## config.mk

```make
export PLATFORM = sky130hd
export DESIGN_NAME = bus_dma
export DESIGN_NICKNAME = d
export VERILOG_FILES = /design/src/rtl/bus_dma.sv
export SDC_FILE = /design/constraint.sdc
export NUM_CORES = 1
export LEC_CHECK = 0
export CAP_MARGIN = 0
export CORE_MARGIN = 2
export CORE_UTILIZATION = 55
export CTS_CLUSTER_SIZE = 16
export DETAILED_ROUTE_END_ITERATION = 16
export PLACE_DENSITY_LB_ADDON = 0.15
export SYNTH_ARGS = -nofsm -noshare
export SYNTH_HDL_FRONTEND = slang
export SYNTH_SLANG_ARGS = --single-unit
```

## constraint.sdc

```tcl
create_clock -name cpu_clk -period 4.3 [get_ports cpu_clk]
set_input_delay 1.29 -clock cpu_clk [delete_from_list [all_inputs] [get_ports cpu_clk]]
set_output_delay 1.29 -clock cpu_clk [all_outputs]
set_load 0.005 [all_outputs]
```

## src/rtl/bus_dma.sv

```systemverilog
// Word-copy DMA engine: a responder register block (SRC/DST/LEN/CTRL) and an
// initiator port that moves LEN words from SRC to DST, one read then one write per word.
module bus_dma (
    input  logic        cpu_clk,
    input  logic        cpu_rst_n,
    input  logic [31:0] addr_from_bg,
    input  logic        we_from_bg,
    input  logic [31:0] wdata_from_bg,
    output logic [31:0] rdata_to_bg,
    output logic        dma_req,
    input  logic        dma_gnt,
    output logic [31:0] dma_addr,
    output logic        dma_we,
    output logic [31:0] dma_wdata,
    input  logic [31:0] dma_rdata
);

    typedef enum logic [1:0] {IDLE, RD, WR} state_e;

    localparam logic [1:0] SEL_SRC  = 2'd0;
    localparam logic [1:0] SEL_DST  = 2'd1;
    localparam logic [1:0] SEL_LEN  = 2'd2;
    localparam logic [1:0] SEL_CTRL = 2'd3;

    state_e      state_q, state_d;
    logic [31:0] src_q, src_d;
    logic [31:0] dst_q, dst_d;
    logic [15:0] len_q, len_d;
    logic        done_q, done_d;
    logic [31:0] cur_src_q, cur_src_d;
    logic [31:0] cur_dst_q, cur_dst_d;
    logic [15:0] cnt_q, cnt_d;
    logic [31:0] buf_q, buf_d;

    logic [1:0]  reg_sel;
    logic        busy;
    logic        start;
    logic        abort;
    logic        unused_addr_bits;

    assign reg_sel          = addr_from_bg[3:2];
    assign busy             = (state_q != IDLE);
    assign start            = we_from_bg && (reg_sel == SEL_CTRL) && wdata_from_bg[0];
    assign abort            = we_from_bg && (reg_sel == SEL_CTRL) && wdata_from_bg[1];
    assign unused_addr_bits = ^{addr_from_bg[31:4], addr_from_bg[1:0]};

    // NOTE: every _d gets its hold value first so no path through the
    // case statements can leave a variable unassigned and infer a latch.
    always_comb begin
        state_d   = state_q;
        src_d     = src_q;
        dst_d     = dst_q;
        len_d     = len_q;
        done_d    = done_q;
        cur_src_d = cur_src_q;
        cur_dst_d = cur_dst_q;
        cnt_d     = cnt_q;
        buf_d     = buf_q;

        // Programmed registers are frozen for the whole transfer.
        if (we_from_bg && !busy) begin
            case (reg_sel)
                SEL_SRC: src_d = {wdata_from_bg[31:2], 2'b00};
                SEL_DST: dst_d = {wdata_from_bg[31:2], 2'b00};
                SEL_LEN: len_d = wdata_from_bg[15:0];
                default: ;
            endcase
        end

        case (state_q)
            IDLE: begin
                if (start) begin
                    done_d = (len_q == 16'd0);
                    if (len_q != 16'd0) begin
                        state_d   = RD;
                        cur_src_d = src_q;
                        cur_dst_d = dst_q;
                        cnt_d     = len_q;
                    end
                end
            end
            RD: begin
                if (abort) begin
                    state_d = IDLE;
                end else if (dma_gnt) begin
                    buf_d   = dma_rdata;
                    state_d = WR;
                end
            end
            WR: begin
                // A granted write completes on the bus even if abort arrives with it.
                if (dma_gnt) begin
                    cur_src_d = cur_src_q + 32'd4;
                    cur_dst_d = cur_dst_q + 32'd4;
                    cnt_d     = cnt_q - 16'd1;
                end
                if (abort) begin
                    state_d = IDLE;
                end else if (dma_gnt) begin
                    if (cnt_q == 16'd1) begin
                        state_d = IDLE;
                        done_d  = 1'b1;
                    end else begin
                        state_d = RD;
                    end
                end
            end
            default: state_d = IDLE;
        endcase
    end

    always_comb begin
        dma_req   = busy;
        dma_we    = (state_q == WR) && dma_gnt;
        dma_wdata = buf_q;
        case (state_q)
            RD:      dma_addr = cur_src_q;
            WR:      dma_addr = cur_dst_q;
            default: dma_addr = 32'd0;
        endcase
    end

    always_comb begin
        case (reg_sel)
            SEL_SRC: rdata_to_bg = src_q;
            SEL_DST: rdata_to_bg = dst_q;
            SEL_LEN: rdata_to_bg = {16'd0, len_q};
            default: rdata_to_bg = {30'd0, done_q, busy};
        endcase
    end

    // NOTE: state registers use non-blocking assignments so every flop
    // samples the pre-edge value of the others regardless of statement order.
    always_ff @(posedge cpu_clk or negedge cpu_rst_n) begin
        if (!cpu_rst_n) begin
            state_q   <= IDLE;
            src_q     <= 32'd0;
            dst_q     <= 32'd0;
            len_q     <= 16'd0;
            done_q    <= 1'b0;
            cur_src_q <= 32'd0;
            cur_dst_q <= 32'd0;
            cnt_q     <= 16'd0;
            buf_q     <= 32'd0;
        end else begin
            state_q   <= state_d;
            src_q     <= src_d;
            dst_q     <= dst_d;
            len_q     <= len_d;
            done_q    <= done_d;
            cur_src_q <= cur_src_d;
            cur_dst_q <= cur_dst_d;
            cnt_q     <= cnt_d;
            buf_q     <= buf_d;
        end
    end

endmodule
```

==> metrics.cfg <==
[status]
status=finished clean

[floorplan]
start_util_pct=56.58
die_w_um=140.6
rows=49
core_um2=18150
die_area_um2=19780
ios=198
die_height_um=140.6

[synthesis]
synth_seq_area_share_pct=45.58
synth_common_cells=187 x dfrtp_1, 108 x mux2_2, 85 x a21oi_1
synthCells=1044
synth_area_leaders=dfrtp_1 46%, mux2_2 12%, a21oi_1 4.1%
ys.flop_type=dfrtp_1
synth_top_area_share_pct=45.58
yosysMostFrequentCell=dfrtp_1
yosys_warnings=0
synth_cell_types=62
synth_seq_cells=187
synthArstFlopShare_pct=100.0
syn_area_um2=10270
syn_area_per_cell_um2=9.835
yosysTopAreaCell=dfrtp_1
synth_edf_count=0

[cells_and_area]
nets=1290
finalNonFillerCells=1424
area_growth_pct=25.31
drive_above_1_share_pct=16.57
diodes=0
fillerInstances=1353
fin_area_um2=12870

[pwr]
vdd_ir_drop_max_uv=429.2
total_power_mw=9.404
power_density_nw_per_um2=730.9
p_leak_nw=5.195

[drt]
via_count=9141
first_pass_iters=7
drt_iter0_drc=868
via_per_inst=6.419
detail-route-antenna-nets=0
wl_per_cell_um=20.12
drc=0
drt-total-wl_mm=28.65

[setup_path]
cpMostUsedCell=clkdlybuf4s50_1
timing.rr.start=state_q[0]
cpPeakStageDelay_ns=0.55
arrival_ns=2.97
cp-end-kind=primary output
cp_slowest_cell=clkdlybuf4s50_1
start_kind=primary input
cp_max_fo=12
crit_start=addr_from_bg[3]
cp_cell_sequence=clkdlybuf4s50_1 -> nor2b_2 -> buf_6 -> nand2_1 -> o21ai_0 -> clkdlybuf4s50_1
required_ns=3.01
crit_type=in -> out

[place]
dp_hpwl_mm=19.84
place_area_um2=12250
portBuffers=165
dpl.cell_count=1392
gp_congestion=0.8911

[sta]
finalSetupViolCount=0
period_share_pct=98.97
skew_ns=0.01164
whs_ns=0.5042
hold_violations=0
period_minus_slack_ns=4.256
drv_slew=0
max_freq_mhz=235.0
worst_pin_slew_ns=0.9214
relSlewSlack_pct=38.51

[run]
cap_violations=0

[grt]
grt_max_degree=79
antenna_found_initial=0
overflow=0
grt_pass1_wl_mm=46.70
track_usage_pct=29.45
grt_pass1_vias=8884

[clock_network]
clock_path_buffers=2
holdBufCountCts=0
cts_tree=yes
cts_root_buf=clkbuf_16
clk_latency_ns=0.44
clkSinkCount=187
clk_pin_slew_worst_paths_ns=0.07
h-tree-depth=4
cts_buffers=17

[min_path]
hold_start=done_q
hp-class=reg -> reg

==> report_power, final <==
group          total [mW]  leakage [nW]  internal (mW)  switching [mW]
registers            3.59          2.20           2.62           0.971
clock network        1.63         0.298          0.893           0.741
logic                4.18          2.70           2.21            1.97
==> layout make-up <==
| cell class | count | area [um^2] | share of cell area (%) |
|---|---|---|---|
| Sequential cell | 187 | 4679 | 36.37 |
| Multi-Input combinational cell | 752 | 5205 | 40.46 |
| Clock inverter | 13 | 156.4 | 1.216 |
| Timing Repair Buffer | 205 | 2024 | 15.73 |
| Inverter | 19 | 71.32 | 0.5543 |
| Tap cell | 229 | 286.5 | 2.227 |
| Clock buffer | 19 | 442.9 | 3.443 |
==> state kept, by name, indices dropped and copies added (netlist names) <==
name / count
cnt_q: 16
cur_dst_q: 30
cur_src_q: 30
dma_wdata: 32
done_q: 1
dst_q: 30
len_q: 16
src_q: 30
state_q: 2
==> worst paths after layout <==
check / to / slack, ns / cells past startpoint
max: rdata_to_bg[14] / 0.04 / 6
min: done_q / 0.50 / 1
max reg2reg: cur_src_q[23] / 1.25 / 9
min reg2reg: done_q / 0.50 / 1
max in group asynchronous: cur_dst_q[3] / 2.54 / 2
min in group asynchronous: len_q[1] / 0.86 / 1
==> metal layers <==
layer  routed length [um]  vias up  track usage (%)
met2                13080      417            45.78
li1                     -     4170                -
met4                  609        0            9.000
met3                 2364       47            6.793
met5                    0        -                0
met1                12600     4507            41.48
==> stage by stage <==
| stage | util, % | setup WS, ns | setup TNS (ns) |
|---|---|---|---|
| floorplan | - | 0.6095 | 0 |
| global placement | 67.52 | 0.06965 | 0 |
| detailed placement | 67.52 | 0.06800 | 0 |
| CTS | 70.82 | 0.04005 | 0 |
| global route | 70.90 | -0.01323 | -0.03699 |
| finish | 70.90 | 0.04418 | 0 |
==> critical path: cells and delay by family <==
| family | cells | cell delay, ns |
|---|---|---|
| AO/OA/AOI/OAI | 1 | 0.10 |
| buffers and inverters | 3 | 1.29 |
| AND/OR/NAND/NOR | 2 | 0.28 |
==> cell usage in the layout, fill, tap and decap left out, types with 4 or more instances in the layout <==
cell             instances
a31oi_1                  4
a21boi_0                 6
nand3_1                 36
a211oi_1                14
buf_12                   5
buf_4                   34
nand4_1                 17
o22ai_1                 29
clkdlybuf4s50_1        160
nor3_1                  19
nand2_1                 81
inv_1                   19
o31ai_1                  8
inv_6                    4
nor2b_1                 26
a21o_1                   5
a22oi_1                 28
mux2_2                 108
a21oi_1                 85
nand2b_1                 6
dfrtp_1                187
and3_1                  20
and4_1                   7
o21a_1                   4
a41oi_1                  4
or4_1                    5
nor4_1                  19
a311oi_1                 7
a2bb2oi_1               11
ha_1                     7
nor2_1                  51
o22a_1                   6
clkbuf_16               17
mux2i_1                 39
o21ai_0                 47
==> kinds of logic (layout without fill, tap and decap cells) <==
kind of cell,count (synthesis),in the layout,share of synthesized area [%]
buf+inv,106,256,4.095
fa+ha+maj,8,8,0.9749
other cells,1,2,0.03652
mux,147,147,15.65
simple gates,305,305,15.33
compound gates,290,290,18.34
flops,187,187,45.58
==> repair_timing <==
action / CTS / global route
resized for setup: 0 / 5
endpoints found under the setup margin: 0 / 7
buffers inserted: 0 / 0
endpoints found under the hold margin: 0 / 0
Power figures use the tool's default switching activity.
